**config.mk**
```make
export PLATFORM = sky130hd
export DESIGN_NAME = cpu_host_loader
export DESIGN_NICKNAME = d
export VERILOG_FILES = /design/src/rtl/cpu_host_loader.sv
export SDC_FILE = /design/constraint.sdc
export NUM_CORES = 1
export LEC_CHECK = 0
export CAP_MARGIN = 20
export CORE_AREA = 2 2 208 210
export DETAILED_ROUTE_END_ITERATION = 7
export DIE_AREA = 0 0 210 212
export PLACE_DENSITY = 0.68
export SETUP_SLACK_MARGIN = 0.4
export SKIP_CTS_REPAIR_TIMING = 1
export SLEW_MARGIN = 10
export SYNTH_ARGS = -nofsm -noshare
export SYNTH_HDL_FRONTEND = slang
export SYNTH_SLANG_ARGS = --single-unit
```
**constraint.sdc**
```tcl
create_clock -name clk -period 9.4 [get_ports clk]
set_input_delay 2.35 -clock clk [delete_from_list [all_inputs] [get_ports clk]]
set_output_delay 2.35 -clock clk [all_outputs]
set_load 0.01 [all_outputs]
```
**src/rtl/cpu_host_loader.sv**
```systemverilog
// Host-side command engine for the CPU's external imem/dmem ports and run enable.
// Executes one write/read/run command at a time and returns one response per command.
module cpu_host_loader #(
  parameter int RD_LAT = 1,
  parameter int CNT_W  = 32
) (
  input  logic        clk,
  input  logic        rst,
  input  logic        cmd_valid,
  output logic        cmd_ready,
  input  logic [2:0]  cmd_op,
  input  logic [63:0] cmd_addr,
  input  logic [63:0] cmd_wdata,
  input  logic        run_abort,
  output logic        rsp_valid,
  input  logic        rsp_ready,
  output logic        rsp_err,
  output logic [63:0] rsp_rdata,
  output logic [63:0] addr_ext,
  output logic        wen_ext,
  output logic        ren_ext,
  output logic [31:0] wdata_ext,
  input  logic [31:0] rdata_ext,
  output logic [63:0] addr_ext_2,
  output logic        wen_ext_2,
  output logic        ren_ext_2,
  output logic [63:0] wdata_ext_2,
  input  logic [63:0] rdata_ext_2,
  output logic        enable
);

  typedef enum logic [2:0] {IDLE, WRITE, RD_REQ, RD_WAIT, RUN, RSP} state_t;

  localparam logic [2:0] LAT = 3'(RD_LAT);

  state_t           state;
  logic             is_dmem;
  logic [2:0]       wcnt;
  logic [CNT_W-1:0] run_cnt, run_tgt, run_nxt, req_cnt;
  logic             op_illegal, misaligned;

  assign run_nxt = run_cnt + CNT_W'(1);
  assign req_cnt = cmd_wdata[CNT_W-1:0];

  // ops 0/2 target imem (word aligned), 1/3 target dmem (dword aligned)
  always_comb begin
    op_illegal = (cmd_op > 3'd4);
    misaligned = 1'b0;
    if (cmd_op == 3'd0 || cmd_op == 3'd2) misaligned = (cmd_addr[1:0] != 2'b00);
    if (cmd_op == 3'd1 || cmd_op == 3'd3) misaligned = (cmd_addr[2:0] != 3'b000);
  end

  always_ff @(posedge clk) begin
    if (rst) begin
      state       <= IDLE;
      cmd_ready   <= 1'b0;
      rsp_valid   <= 1'b0;
      rsp_err     <= 1'b0;
      rsp_rdata   <= '0;
      addr_ext    <= '0;
      wen_ext     <= 1'b0;
      ren_ext     <= 1'b0;
      wdata_ext   <= '0;
      addr_ext_2  <= '0;
      wen_ext_2   <= 1'b0;
      ren_ext_2   <= 1'b0;
      wdata_ext_2 <= '0;
      enable      <= 1'b0;
      is_dmem     <= 1'b0;
      wcnt        <= '0;
      run_cnt     <= '0;
      run_tgt     <= '0;
    end else begin
      case (state)
        IDLE: begin
          cmd_ready <= 1'b1;
          if (cmd_valid && cmd_ready) begin
            cmd_ready <= 1'b0;
            if (op_illegal || misaligned) begin
              state     <= RSP;
              rsp_valid <= 1'b1;
              rsp_err   <= 1'b1;
              rsp_rdata <= '0;
            end else begin
              case (cmd_op)
                3'd0: begin
                  addr_ext  <= cmd_addr;
                  wdata_ext <= cmd_wdata[31:0];
                  wen_ext   <= 1'b1;
                  state     <= WRITE;
                end
                3'd1: begin
                  addr_ext_2  <= cmd_addr;
                  wdata_ext_2 <= cmd_wdata;
                  wen_ext_2   <= 1'b1;
                  state       <= WRITE;
                end
                3'd2: begin
                  addr_ext <= cmd_addr;
                  ren_ext  <= 1'b1;
                  is_dmem  <= 1'b0;
                  state    <= RD_REQ;
                end
                3'd3: begin
                  addr_ext_2 <= cmd_addr;
                  ren_ext_2  <= 1'b1;
                  is_dmem    <= 1'b1;
                  state      <= RD_REQ;
                end
                default: begin
                  run_tgt <= req_cnt;
                  run_cnt <= '0;
                  if (req_cnt == '0) begin
                    state     <= RSP;
                    rsp_valid <= 1'b1;
                    rsp_err   <= 1'b0;
                    rsp_rdata <= '0;
                  end else begin
                    enable <= 1'b1;
                    state  <= RUN;
                  end
                end
              endcase
            end
          end
        end
        WRITE: begin
          wen_ext   <= 1'b0;
          wen_ext_2 <= 1'b0;
          state     <= RSP;
          rsp_valid <= 1'b1;
          rsp_err   <= 1'b0;
          rsp_rdata <= '0;
        end
        RD_REQ: begin
          ren_ext   <= 1'b0;
          ren_ext_2 <= 1'b0;
          wcnt      <= 3'd1;
          state     <= RD_WAIT;
        end
        RD_WAIT: begin
          if (wcnt == LAT) begin
            rsp_rdata <= is_dmem ? rdata_ext_2 : {32'b0, rdata_ext};
            rsp_err   <= 1'b0;
            rsp_valid <= 1'b1;
            state     <= RSP;
          end else begin
            wcnt <= wcnt + 3'd1;
          end
        end
        RUN: begin
          // run_nxt counts the cycle ending at this edge, which had enable high
          run_cnt <= run_nxt;
          if (run_nxt == run_tgt || run_abort) begin
            enable    <= 1'b0;
            state     <= RSP;
            rsp_valid <= 1'b1;
            rsp_err   <= 1'b0;
            rsp_rdata <= 64'(run_nxt);
          end
        end
        RSP: begin
          if (rsp_ready) begin
            rsp_valid <= 1'b0;
            cmd_ready <= 1'b1;
            state     <= IDLE;
          end
        end
        default: state <= IDLE;
      endcase
    end
  end

endmodule

```
Yosys cells after proc, flatten, opt, wreduce, memory -nomap -nowiden. Index checks and enable logic that the tools add are counted.

Output and inout bits: 296. Input port bits: 232. Word-level logic and storage cells: 151. Register bits: 367.

Add/sub/neg operators: 2. Magnitude comparators: 1. Mux-type cells: 64. Reduce and logical (&&, ||, !) cells: 40. Bitwise operators: 2. Eq/ne operators: 24.

Operators with widths (count): two-way mux 64 bit (7); one-hot mux 64 bit (4 select lines) (1); two-way mux 32 bit (3); one-hot mux 32 bit (2 select lines) (1); AND reduction 4 bit (12); two-way mux 1 bit (34); adder 32 x 1 -> 32 bit (second input constant) (1); == test 32 bit (1); zero test 32 bit (1); != test 2 bit (second input constant) (12); two-way mux 3 bit (6); one-hot mux 3 bit (6 select lines) (1); one-hot mux 1 bit (2 select lines) (7); nonzero test 2 bit (7); == test 3 x 2 -> 1 bit (second input constant) (4); one-hot mux 3 bit (2 select lines) (2); AND reduction 6 bit (2); == test 3 x 1 -> 1 bit (second input constant) (3); OR reduction 2 bit (4); AND reduction 7 bit (1); == test 3 bit (second input constant) (2); zero test 3 bit (2); != test 3 bit (second input constant) (2); one-hot mux 1 bit (5 select lines) (1); 11 further kinds (16).

Logic depth before layout (Yosys ltp). Gate-level depths: netlist (run 1).

Depth after elaboration: 8. Gate-level depth with buffers: 13. Mapped depth without buffers: 10.

Worst setup path before layout (run 1). No wires, ideal clock.

Kind: input to register. From: input port cmd_op[0]. To: register wdata_ext[12]. Stages: 8. Arrival: 4.544 ns. Buffers on the path: 2. Slack: 4.786 ns. Library setup time: 0.071 ns. Data required time: 9.329 ns. Cell sequence: a2111oi_0 nand2_1 or3_1 clkbuf_1 nor2_1 clkbuf_1 nand2_1 a21oi_1.

Word-level cells in the longest chain between the ends: 7. Elaborated cells on any way between the ends: 12. Those cells by class: order compare (1); eq/ne (3); mux (2); bitwise (1); reduce/logical (5).

Ends and longest elaborated chain: from (decl) (line 11) `input logic [2:0] cmd_op,`; == test 3 x 2 -> 1 bit or zero test 3 bit (tied branches) (line 49, 85); logical OR 1 bit (line 49) `if (cmd_op == 3'd0 || cmd_op == 3'd2) misaligned = (cmd_addr[1:0] != 2'b00);`; two-way mux 1 bit (line 49); two-way mux 1 bit (line 50) `if (cmd_op == 3'd1 || cmd_op == 3'd3) misaligned = (cmd_addr[2:0] != 3'b000);`; logical OR 1 bit (line 79) `if (op_illegal || misaligned) begin`; inverter 1 bit (no line); AND reduction 4 bit (no line) (*); to (signal assigned) (line 88) `wdata_ext <= cmd_wdata[31:0];`; to (decl) (line 22) `output logic [31:0] wdata_ext,`.

Mark *: on every way between the ends. The rest lies on a longest branch, timed or not. A chain may end at the register's enable or synchronous reset.

Worst setup path in the final report (run 1).
From: input port cmd_op[2]. To: register wdata_ext_2[28].

Word-level cells in the longest chain between the ends: 7. Elaborated cells on any way between the ends: 12. Those cells by class: order compare (1); eq/ne (3); mux (2); bitwise (1); reduce/logical (5).

Ends and longest elaborated chain: == test 3 x 2 -> 1 bit or zero test 3 bit (tied branches) (line 49); logical OR 1 bit (line 49); two-way mux 1 bit (line 49); two-way mux 1 bit (line 50); logical OR 1 bit (line 79); inverter 1 bit (no line); AND reduction 4 bit (no line) (*); to (signal assigned) (line 94) `wdata_ext_2 <= cmd_wdata;`; to (decl) (line 27) `output logic [63:0] wdata_ext_2,`.

Marks and branches as above.

==> PnR_summary.wiki, run 1 <==
{| class="wikitable"
! Metric !! Value
|-
| Total met3 wirelength after detailed routing || 4560 µm
|-
| Most area-hungry cell type in the Yosys netlist || sky130_fd_sc_hd__dfxtp_1
|-
| R2r startpoint || run_cnt[0]$_SDFFE_PP0P_
|-
| Syn_area_per_cell || 7.97 µm²
|-
| Reported leakage power || 7.70 nW
|-
| Accumulated negative setup slack || 0 ns
|-
| Drt total wl || 58,300 µm
|-
| Routed length on met1 || 22,300 µm
|-
| Ports placed on the boundary || 528
|-
| Initial standard-cell utilization of the core || 0.371
|-
| Violation count after the first detailed-routing iteration || 1,144
|-
| Skew final || 0.0195 ns
|-
| Most instantiated flip-flop cell in the synthesis netlist || sky130_fd_sc_hd__dfxtp_1
|-
| Core Box Area || 42,500 µm²
|-
| Count of buffers from port buffering || 527
|-
| Slowest cell on the critical path || sky130_fd_sc_hd__a2111oi_1
|-
| Setup crit start kind || input port
|-
| Number of H-tree levels || 2
|-
| Slew @ Worst Pin || 1.11 ns
|-
| Complex-gate fraction of the synthesized area || 0.146
|-
| Xor and xnor fraction of the mapped netlist area || 0.0296
|-
| Total congestion overflow || 0
|-
| Fraction of the mapped netlist area in adder cells || 0.00238
|-
| Clock period minus worst slack || 5.28 ns
|-
| Flops & latches, synth || 367
|-
| Final RePlAce weighted congestion || 0.914
|-
| Clock latency reported for the late side of the worst-skew pair || 0.58 ns
|-
| Number of flops mapped to enable cells by yosys || 0
|-
| Clk sink count || 367
|-
| Crit-path max cell delay || 0.70 ns
|-
| Distinct cell type count of the synthesized netlist || 67
|-
| Sequential share of the synthesized area || 0.465
|-
| RSZ-0062 raised after global routing || no
|-
| Capturing element of the worst setup path || wdata_ext_2[28]$_SDFFE_PP0P_
|-
| Family with the most delay on the worst path || buffers and inverters
|-
| Antenna violations before repair || 2
|-
| DR vias/cell || 5.23
|-
| Layout Nets || 2,651
|-
| Worst Path Max Fanout || 66
|-
| Series of cell instances along the critical path || clkdlybuf4s50_1 > a2111oi_1 > buf_1 > and3_2 > buf_4 > nand2b_2 > buf_4 > nand2_1 > a21oi_1
|-
| Clock tree from TritonCTS || built
|-
| Row cnt || 76
|-
| Dominant combinational cell family by area after synthesis || simple AND/OR/NAND/NOR gates
|-
| Antenna Violating Nets Remaining || 0
|-
| Overall die width || 210 µm
|-
| Yosys Warn Count || 0
|-
| Global-route total usage across every layer || 0.250
|-
| Length of the first detailed-routing pass in iterations || 5
|-
| RR Endpoint || rsp_rdata[14]$_SDFFE_PP0P_
|-
| Count of endpoints failing setup in the final report || 0
|-
| Data required time at the worst endpoint || 9.79 ns
|-
| Worst Reg2Reg Path Length in Cells || 12
|-
| Count of buffer and inverter cells on the critical path || 4
|-
| DIE AREA || 44,500 µm²
|-
| Maximum achievable frequency || 189 MHz
|-
| Post-DP HPWL || 41,500 µm
|-
| Number of pins exceeding their max-slew limit in the final report || 0
|-
| Critical path depth in cells || 9
|-
| Met2 routed wirelength || 29,700 µm
|-
| Power density over the cells || 166 nW/µm²
|-
| Most numerous cell on the critical path || sky130_fd_sc_hd__buf_4
|-
| Proportion of synthesized flip-flops having asynchronous set or reset || 0
|-
| Routed via count || 15,674
|-
| Wire length per cell after detailed routing || 19.5 µm
|-
| Critical path data arrival time || 5.67 ns
|-
| Vias in the first global route || 15,044
|-
| Max-capacitance violation count || 0
|-
| Worst Hold Class || reg2reg
|-
| Largest net degree at the start of global routing || 197
|-
| Gate count of the mapped netlist || 1,981
|-
| Vertical die dimension || 212 µm
|-
| Top layer in use || met5
|-
| Worst VDD drop || 147 µV
|-
| CTS clk-pin slew, worst paths || 0.06 ns
|-
| Drt drc || 0
|-
| Proportion of synthesized area in mux cells || 0.0637
|-
| Max Buffers Root-to-Sink || 3
|-
| Top cells by instance count after synthesis || sky130_fd_sc_hd__nand2_1 (577), sky130_fd_sc_hd__dfxtp_1 (367), sky130_fd_sc_hd__a21oi_1 (306), sky130_fd_sc_hd__clkbuf_1 (130), sky130_fd_sc_hd__mux2i_1 (97)
|-
| Launch point of the critical path || cmd_op[2]
|-
| TritonCTS Buffers || 44
|-
| Worst hold slack || 0.451 ns
|-
| Final period util || 0.562
|-
| Area Growth Syn to Fin || 44.9%
|-
| Wire length of the first global-routing pass || 87,100 µm
|-
| Simple-gate portion of the synthesized area || 0.249
|-
| Endpoints failing hold || 0
|-
| Worst slew slack as a fraction of its limit || 0.260
|-
| Leading cell types by total area after synthesis || sky130_fd_sc_hd__dfxtp_1 (47%), sky130_fd_sc_hd__nand2_1 (14%), sky130_fd_sc_hd__a21oi_1 (9.7%)
|-
| Net count after synthesis || 2,216
|-
| Worst reg-to-reg setup slack || 4.60 ns
|-
| Run status || finished, final reports clean
|-
| WS Path Type || in2reg
|-
| Post-synthesis instance area || 15,800 µm²
|-
| Endpoint type of the worst setup path || flop
|-
| Layout cells sized above 1 || 0.0474
|-
| Area share of the leading cell type in the synthesized netlist || 0.465
|-
| Most common cell in the synthesized netlist || sky130_fd_sc_hd__nand2_1
|-
| Master cell of the clock root buffer || sky130_fd_sc_hd__clkbuf_16
|}
routing by layer:
layer,up-vias,track usage
met5,-,0
met4,2,0.0883
met3,99,0.0653
met2,611,0.447
met1,7428,0.288
li1,7534,-
state kept, by name, indices dropped and copies added (netlist names), 3 cells and up:
register	cells
wdata_ext_2	64
run_tgt	32
wcnt	3
addr_ext_2	64
state	3
addr_ext	64
run_cnt	32
wdata_ext	32
rsp_rdata	64
power by group:
group / switching, W / internal [W]
Clock: 0.000691 / 0.00111
Sequential: 0.0000168 / 0.00157
Combinational: 0.000213 / 0.000203
Total: 0.000921 / 0.00288
layout by cell type (no fill, tap or decap), drive strengths merged, types with 9 or more instances in the layout:
cell / count
or3: 15
xnor2: 23
nand2b: 94
inv: 14
clkdlybuf4s50: 526
dfxtp: 367
o21ai: 19
nor2: 72
nor4: 16
nand2: 577
nor3: 28
mux2i: 97
o21bai: 9
xor2: 20
a21oi: 306
o22ai: 26
nand3: 18
clkbuf: 63
nand4: 15
buf: 21
tightest hold or removal path, cell delays in order, from the launching register on:
cell	delay (ns)
sky130_fd_sc_hd__dfxtp_1	0.31
sky130_fd_sc_hd__nand2_1	0.05
sky130_fd_sc_hd__a21oi_1	0.05
logic make-up after synthesis:
| logic type | after synthesis |
|---|---|
| and+or+nand+nor | 882 |
| xor gates and xnor gates | 47 |
| DFF | 367 |
| buffers and inverters | 170 |
| muxes | 100 |
| AOI/OAI and AO/OA | 412 |
| adders and majority gates | 3 |
worst min path at each step:
stage | start | to | slack [ns] | cells after the start
detailed placement | wdata_ext_2[63]$_SDFFE_PP0P_ | wdata_ext_2[63]$_SDFFE_PP0P_ | 0.45 | 2
floorplan | run_tgt[15]$_SDFFE_PP0P_ | run_tgt[15]$_SDFFE_PP0P_ | 0.44 | 2
CTS | wdata_ext_2[63]$_SDFFE_PP0P_ | wdata_ext_2[63]$_SDFFE_PP0P_ | 0.45 | 2
global route | addr_ext_2[30]$_SDFFE_PP0P_ | addr_ext_2[30]$_SDFFE_PP0P_ | 0.47 | 2
finish | wdata_ext_2[6]$_SDFFE_PP0P_ | wdata_ext_2[6]$_SDFFE_PP0P_ | 0.45 | 2
global placement | addr_ext_2[8]$_SDFFE_PP0P_ | addr_ext_2[8]$_SDFFE_PP0P_ | 0.44 | 2
final cells by class:
cell class | count | area, µm²
fillers | 3968 | 19600
multi-input cells | 1444 | 7800
flip-flops and latches | 367 | 7350
repair buffers | 547 | 5450
clock buffers | 63 | 1320
well taps | 546 | 683
clock inverters | 16 | 233
inverters | 12 | 45.0
diodes | 1 | 2.50
metrics by stage:
| step | setup slack, ns | util | total power [W] | instances | instance area [µm²] |
|---|---|---|---|---|---|
| after global placement | 3.25 | 0.501 | 0.00203 | 2914 | 21300 |
| after CTS | 4.04 | 0.537 | 0.00385 | 2994 | 22800 |
| final | 4.12 | 0.538 | 0.00380 | 2996 | 22900 |
| after detailed placement | 3.45 | 0.501 | 0.00203 | 2915 | 21300 |
| after floorplan | 4.79 | - | 0.00185 | 1981 | 15800 |
| after global routing | 3.91 | 0.538 | 0.00394 | 2996 | 22900 |
(Power assumes the default switching activity.)
==> run 2: changes to the inputs <==
--- a/config.mk
+++ b/config.mk
@@ -9,7 +9,7 @@
 export CORE_AREA = 2 2 208 210
 export DETAILED_ROUTE_END_ITERATION = 7
 export DIE_AREA = 0 0 210 212
-export PLACE_DENSITY = 0.68
+export PLACE_DENSITY = 0.7
 export SETUP_SLACK_MARGIN = 0.4
 export SKIP_CTS_REPAIR_TIMING = 1
 export SLEW_MARGIN = 10
==> constraint.sdc (replaced) <==
create_clock -name clk -period 4.33 [get_ports clk]
set_input_delay 1.0825 -clock clk [delete_from_list [all_inputs] [get_ports clk]]
set_output_delay 1.0825 -clock clk [all_outputs]
set_load 0.01 [all_outputs]
==> PnR_summary.wiki, run 2 (synthesized netlist as in run 1, its figures left out) <==
{| class="wikitable"
! Metric !! Value
|-
| Final period util || 0.872
|-
| Vias in the first global route || 15,663
|-
| Filler Cells Inserted || 3,898
|-
| Largest net degree at the start of global routing || 159
|-
| Post-DP HPWL || 43,400 µm
|-
| Violation count after the first detailed-routing iteration || 1,014
|-
| Accumulated negative setup slack || 0 ns
|-
| Clock period minus worst slack || 3.78 ns
|-
| Reported leakage power || 7.83 nW
|-
| Critical path data arrival time || 4.22 ns
|-
| Core Box Area || 42,500 µm²
|-
| Int Pwr || 0.00597 W
|-
| Layout cells sized above 1 || 0.0613
|-
| GRT met2 Usage || 0.454
|-
| WS Path Type || reg2reg
|-
| Global-route total usage across every layer || 0.259
|-
| Count of buffers from port buffering || 527
|-
| Met1 Use GR || 0.282
|-
| Family with the most delay on the worst path || simple AND/OR/NAND/NOR gates
|-
| Worst Hold Class || reg2reg
|-
| Layout Nets || 2,688
|-
| Crit-path max cell delay || 0.59 ns
|-
| Sequential power share || 0.433
|-
| RSZ-0062 raised after global routing || no
|-
| Worst slew slack as a fraction of its limit || 0.410
|-
| Series of cell instances along the critical path || nand4_2 > nor4_1 > nand4_1 > mux2_2 > o2111ai_1 > or4_4 > o31ai_4 > o2111ai_4 > buf_12 > buf_8 > mux2i_1
|-
| Initial standard-cell utilization of the core || 0.371
|-
| Number of H-tree levels || 2
|-
| Wire length of the first global-routing pass || 89,800 µm
|-
| Length of the first detailed-routing pass in iterations || 6
|-
| Commonest non-fill, non-tap cell in the layout || sky130_fd_sc_hd__nand2_1
|-
| Clock tree from TritonCTS || built
|-
| Master cell of the clock root buffer || sky130_fd_sc_hd__clkbuf_16
|-
| Clock latency reported for the late side of the worst-skew pair || 0.57 ns
|-
| Switching share of power || 0.248
|-
| Power density over the cells || 344 nW/µm²
|-
| Count of endpoints failing setup in the final report || 0
|-
| Post-layout utilization of the core || 0.543
|-
| Slew @ Worst Pin || 0.886 ns
|-
| Setup crit start kind || flop
|-
| CTS clk-pin slew, worst paths || 0.06 ns
|-
| Routed via count || 15,873
|-
| Count of buffer and inverter cells on the critical path || 2
|-
| Overall die width || 210 µm
|-
| DR vias/cell || 5.24
|-
| Most congested layer reported by global routing || met2
|-
| Worst Path Max Fanout || 24
|-
| Drt total wl || 60,300 µm
|-
| Antenna Violating Nets Remaining || 0
|-
| Max Buffers Root-to-Sink || 3
|-
| Worst VDD drop || 285 µV
|-
| Maximum achievable frequency || 265 MHz
|-
| Proportion of power drawn by combinational gates || 0.125
|-
| Setup ws final || 0.553 ns
|-
| Vertical die dimension || 212 µm
|-
| Drt drc || 0
|-
| Number of pins exceeding their max-slew limit in the final report || 0
|-
| Endpoint type of the worst setup path || flop
|-
| DIE AREA || 44,500 µm²
|-
| Clk sink count || 367
|-
| Met3 track utilization from global routing || 0.0739
|-
| Dpl ws || 0.162 ns
|-
| Max-capacitance violation count || 0
|-
| Part of the total power dissipated in the clock network || 0.442
|-
| Post-placement cell area || 21,600 µm²
|-
| Run status || finished, final reports clean
|-
| Commonest cells after routing, fill and taps aside || sky130_fd_sc_hd__nand2_1 (577), sky130_fd_sc_hd__clkdlybuf4s50_1 (526), sky130_fd_sc_hd__dfxtp_1 (361)
|-
| Area Growth Syn to Fin || 46.2%
|-
| Row cnt || 76
|-
| Final RePlAce weighted congestion || 0.932
|-
| P_sw || 0.00197 W
|-
| Skew final || 0.0180 ns
|-
| TritonCTS Buffers || 42
|-
| Ports placed on the boundary || 528
|-
| Endpoints failing hold || 0
|-
| Slowest cell on the critical path || sky130_fd_sc_hd__nor4_1
|-
| Wire length per cell after detailed routing || 19.9 µm
|-
| Data required time at the worst endpoint || 4.78 ns
|-
| Antenna violations before repair || 3
|-
| Summed area of non-filler cells in the final layout || 23,100 µm²
|-
| Total congestion overflow || 0
|}
[run 2: metal layers]
| layer | vias up | wire length (µm) | part of all wire |
|---|---|---|---|
| li1 | 7593 | - | - |
| met1 | 7522 | 22400 | 0.37 |
| met2 | 578 | 29800 | 0.49 |
| met3 | 178 | 4590 | 0.076 |
| met4 | 2 | 3480 | 0.058 |
| met5 | - | 13 | 0.00022 |
[run 2: path summary, 6_finish.rpt]
| kind | from | end | slack, ns | cells after the start |
|---|---|---|---|---|
| hold reg to reg | wdata_ext[27]$_SDFFE_PP0P_ | wdata_ext[27]$_SDFFE_PP0P_ | 0.45 | 2 |
| hold / removal | wdata_ext[27]$_SDFFE_PP0P_ | wdata_ext[27]$_SDFFE_PP0P_ | 0.45 | 2 |
| setup / recovery | run_cnt[9]$_SDFFE_PP0P_ | rsp_rdata[38]$_SDFFE_PP0P_ | 0.55 | 11 |
| setup reg to reg | run_cnt[9]$_SDFFE_PP0P_ | rsp_rdata[38]$_SDFFE_PP0P_ | 0.55 | 11 |
[run 2: power groups by stage]
stage	registers [W]	logic (W)	clock network, W
floorplan	0.00350	0.000508	0
global placement	0.00351	0.000905	0
detailed placement	0.00351	0.000910	0
CTS	0.00344	0.000917	0.00360
global route	0.00344	0.00106	0.00372
finish	0.00344	0.000992	0.00351
[run 2: worst register-to-register path, stage by stage (launching register included)]
cell and delay, ns:
sky130_fd_sc_hd__dfxtp_1 0.47, sky130_fd_sc_hd__nand4_2 0.26, sky130_fd_sc_hd__nor4_1 0.60, sky130_fd_sc_hd__nand4_1 0.36, sky130_fd_sc_hd__mux2_2 0.32, sky130_fd_sc_hd__o2111ai_1 0.16, sky130_fd_sc_hd__or4_4 0.54, sky130_fd_sc_hd__o31ai_4 0.26
sky130_fd_sc_hd__o2111ai_4 0.17, sky130_fd_sc_hd__buf_12 0.19, sky130_fd_sc_hd__buf_8 0.19, sky130_fd_sc_hd__mux2i_1 0.16
[run 2: area by class of cell]
class	count	area (µm²)	share of cell area
Clock inverter	14	170	0.00737
Antenna cell	2	5.00	0.000217
Inverter	12	45.0	0.00195
Sequential cell	367	7350	0.319
Timing Repair Buffer	586	5840	0.253
Tap cell	546	683	0.0296
Clock buffer	56	1160	0.0505
Multi-Input combinational cell	1444	7810	0.339
[run 2: stage by stage]
| step | std cells | hold WS (ns) | total power (W) |
|---|---|---|---|
| global route | 3027 | 0.474 | 0.00822 |
| global placement | 2949 | 0.441 | 0.00442 |
| finish | 3027 | 0.450 | 0.00794 |
| floorplan | 1981 | 0.437 | 0.00401 |
| detailed placement | 2949 | 0.446 | 0.00442 |
| CTS | 3019 | 0.453 | 0.00795 |
==> patch 1, RTL diff (settings of run 2) <==
Make the reset (`rst`) asynchronous in one clocked block.
--- a/src/rtl/cpu_host_loader.sv
+++ b/src/rtl/cpu_host_loader.sv
@@ -50,7 +50,7 @@
     if (cmd_op == 3'd1 || cmd_op == 3'd3) misaligned = (cmd_addr[2:0] != 3'b000);
   end
 
-  always_ff @(posedge clk) begin
+  always_ff @(posedge clk or posedge rst) begin
     if (rst) begin
       state       <= IDLE;
       cmd_ready   <= 1'b0;
Behaviour: differs if rst is asserted again (counterexample within 4 cycles, from zero or initial values and one cycle with rst high); with rst held inactive, the same outputs for 4 cycles.
==> patch 1 against run 2 <==
- routed wire length shrank 4.5%
- via count decreased by 14%
- synthesized cell count shrank 27%
- die area did not move
- largest cell class is now sequential cells
- setup slack lost 0.13 ns
- highest routed layer unchanged
- critical endpoint is now rsp_rdata[6]
- sequential share of layout area up 5.8 points
- final area grew 5.6%
- global-route usage down 0.78 points
- clock skew up 0.0031 ns
- area after synthesis grew 6.5%
- sequential cell count unchanged
Power is not compared: it rests on default switching activity, and its combinational part moved more than twofold at a synthesized area within 25%.
==> patch 1: results (changes against run 2) <==
* Fraction of layout cells with a size suffix above 1 at 19.2% (+13 points)
* Initial DRC Count at 857 (-15%)
* Ys async rst share at 100% (+100 points)
* Met2 GRT Util at 39.6% (-5.7 points)
* First-pass GRT wire length at 84900 um (-5.4%)
* RR Endpoint: rsp_rdata[6]
* Post-Route M1 WL at 24900 um (+11%)
* Compound-gate portion of the synthesized area at 8.08% (-6.5 points)
* FF+latch area at 0.00919 sq mm (+25%)
* Met3 WL post-DR at 4270 um (-6.9%)
* Worst stage delay on the critical path at 0.64 ns (+0.05 ns)
* Worst-path maximum fanout at 32 (+33%)
* All-Layer GR Usage at 25.2% (-0.78 points)
* Worst EP arrival at 4.34 ns (+0.12 ns)
* Gpl congestion at 0.953 (+2.2%)
* Post-Synth XOR/XNOR Area at 2.97% (+0.0060 points)
* Hold path startpoint: addr_ext_2[49]
* Met2 WL at 26500 um (-11%)
* Status: completed
* Clk tree area frac at 5.55% (-0.24 points)
* Post-synthesis sequential area ratio at 54.6% (+8.1 points)
* Fill cell count at 3582 (-8.1%)
* Hold EP: addr_ext_2[49]
* GRT met1 Usage at 33.9% (+5.7 points)
* Final net count at 2227 (-17%)
* Multi-input logic area at 0.00722 sq mm (-7.6%)
* Clock buffers at 57 (+1.8%)
* Critical-path top delay cell: nor4_4
* Crit path launch: run_cnt[9]
* Placed Area at 0.0230 sq mm (+6.2%)
* Cell count after synthesis at 1452 (-27%)
* Synth Flop Type: dfrtp_1
* Synth Area in Adders at 0.298% (+0.060 points)
* Power after layout at 10600 uW
* Top post-synthesis cells by area: dfrtp_1 55%, mux2_2 13%, nand2_1 5.6%
* Non-CTS inverters at 20 (+8)
* Reg-to-reg slack, setup at 0.43 ns (-0.13 ns)
* Commonest cells in the netlist: 367 x dfrtp_1, 249 x nand2_1, 193 x mux2_2
* Post-synth net total at 1688 (-24%)
* DR WL/cell at 22.4 um (+12%)
* Worst r2r path cells at 9 (-2)
* Mux contribution to synthesized area at 17.6% (+11 points)
==> patch 1: cell count changes after synthesis, sizes merged, moves of 32 or more <==
cell / delta
dfrtp: +367
dfxtp: -367
nand2: -328
a21oi: -279
mux2: +220
nand2b: -86
clkbuf: -79
mux2i: -63
a22o: +32
==> patch 1: through the flow <==
step	TNS, ns	worst slack [ns]
floorplan	-615.35	-1.68
global placement	0	0.0174
detailed placement	0	0.0302
CTS	0	0.280
global route	0	0.405
finish	0	0.428
==> patch 1: cell families after synthesis <==
kind of cell / Yosys count
buffers and inverters: 110
adders and majority gates: 4
muxes: 257
DFF: 367
AOI/OAI and AO/OA: 198
and+or+nand+nor: 467
xor gates and xnor gates: 49
==> patch 1: critical path, delay by kind of cell, from the launching register on <==
kind                   cells  cell delay (ns)
flip-flops                 1             0.59
AO/OA/AOI/OAI              3             0.83
buffers and inverters      1             0.25
AND/OR/NAND/NOR            4             1.73
multiplexers               1             0.36
==> patch 2, RTL diff (settings of run 2) <==
Without the edit above. The parameter `CNT_W` goes from 32 to 64.
--- a/src/rtl/cpu_host_loader.sv
+++ b/src/rtl/cpu_host_loader.sv
@@ -2,7 +2,7 @@
 // Executes one write/read/run command at a time and returns one response per command.
 module cpu_host_loader #(
   parameter int RD_LAT = 1,
-  parameter int CNT_W  = 32
+  parameter int CNT_W  = 64
 ) (
   input  logic        clk,
   input  logic        rst,
Function: not settled (the Yosys comparison gave no result); the edit may change what the design does.
==> patch 2 against run 2 <==
- the flow now finishes with violations (DRC)
- routed wire length increased by 76%
- area after synthesis rose by 40%
- synthesized cell count is 51% higher
- power up 32%
- setup slack lost 0.46 ns
- global-route usage grew 19 points
- sequential cell count up 64
- non-clock buffer count up 291
- final area is 38% higher
- largest power group is now registers
==> patch 2: results (changes against run 2) <==
* Post-DP HPWL at 78900 um (+82%)
* Initial DRC Count at 3847 (+280%)
* Hold EP: addr_ext[47]
* Final net count at 3892 (+45%)
* Post-synth net total at 3226 (+46%)
* Failing checks: DRC
* Total number of vias at 27200 (+71%)
* Fill cell count at 3034 (-22%)
* LEAKAGE at 0.0110 uW (+40%)
* Hold path startpoint: addr_ext[47]
* Gpl congestion at 1.12 (+20%)
* Hold Path Stages at 2 (unchanged)
* Top post-synthesis cells by area: dfxtp_1 39%, nand2_1 11%, a21oi_1 9.8%
* Worst-path maximum fanout at 19 (-21%)
* Worst stage delay on the critical path at 0.54 ns (-0.05 ns)
* First-pass GRT wire length at 155000 um (+72%)
* First drt pass iteration count at 8 (+2)
* Reg-to-reg slack, setup at 0.09 ns (-0.46 ns)
* Post-Route M1 WL at 38600 um (+72%)
* Worst r2r path cells at 15 (+4)
* Setup slack after placement at -0.244 ns (-0.406 ns)
* Commonest cells in the netlist: 663 x nand2_1, 435 x a21oi_1, 431 x dfxtp_1
* Met2 WL at 45700 um (+53%)
* All-Layer GR Usage at 45.3% (+19 points)
* Final hold slack at 0.453 ns (+0.00217 ns)
* Status: complete, but fails checks
* Vias in the first global route at 25600 (+63%)
* Met3 WL post-DR at 14600 um (+220%)
* Inst Count DP at 4137 (+40%)
* Syn_area_per_cell at 7.39 sq um (-7.2%)
* Fraction of layout cells with a size suffix above 1 at 14.3% (+8.2 points)
* Max IR drop VDD at 0.334 mV (+17%)
* CTS Buf Count at 46 (+9.5%)
* Worst EP arrival at 4.77 ns (+0.55 ns)
* WL final at 106000 um (+76%)
* Crit Reg-Reg Startpoint: run_cnt[1]
* Longest Clk Path Bufs at 3 (unchanged)
* Largest net degree at the start of global routing at 135 (-15%)
* DRC at 2 (+2)
-- patch 2: final cells by class --
class	count	area [sq um]	area share (%)
inverters	28	105	0.331
multi-input cells	2273	12700	39.9
clock buffers	69	1360	4.28
repair buffers	877	8130	25.6
clock inverters	11	116	0.367
diodes	1	2.50	0.00789
flip-flops and latches	431	8660	27.3
well taps	546	683	2.15
-- patch 2: metal layers --
metal	vias up	global-route usage [%]
met1	12700	55.9
met3	489	14.4
met4	8	26.1
met2	2099	69.9
li1	11900	-
met5	-	0
-- patch 2: worst max-delay path by stage --
stage / start / end / slack [ns] / cells past startpoint
6_report: run_cnt[1] / rsp_rdata[29] / 0.09 / 15
5_1_grt: run_cnt[17] / rsp_rdata[37] / -0.06 / 13
4_1_cts: run_cnt[3] / rsp_rdata[29] / -0.31 / 14
3_5_place_dp: run_cnt[3] / rsp_rdata[21] / -0.24 / 15
3_3_place_gp: run_cnt[56] / rsp_rdata[61] / -0.15 / 15
2_1_floorplan: run_cnt[1] / rsp_rdata[29] / 0.40 / 14
-- patch 2: cell families (layout without fill, tap and decap cells) --
group / count (synthesis) / count (layout) / synth area share [%]
AOI/OAI and AO/OA: 772 / 772 / 19.8
xor gates and xnor gates: 102 / 102 / 4.61
adders and majority gates: 3 / 3 / 0.170
buffers and inverters: 287 / 985 / 5.26
DFF: 431 / 431 / 39.0
muxes: 43 / 43 / 2.00
other: 0 / 1 / 0
and+or+nand+nor: 1353 / 1353 / 29.2
-- patch 2: tightest hold or removal path: cells and delay by family, from the launching register on --
kind / cells / cell delay, ns
flip-flops: 1 / 0.31
AND/OR/NAND/NOR: 1 / 0.05
AO/OA/AOI/OAI: 1 / 0.05
-- patch 2: report_power, final --
part | total, uW | internal, uW | switching, uW
registers | 4250 | 4110 | 141
logic | 2270 | 964 | 1300
clock network | 3940 | 2230 | 1720
-- patch 2: per-stage QoR --
step                      area [sq um]  total power (uW)  TNS (ns)
after floorplan                  22200              5330         0
after global placement           29800              6360     -4.54
after detailed placement         29800              6420    -10.48
after CTS                        31300             10300    -12.59
after global routing             31700             10700    -0.265
final                            31700             10500         0
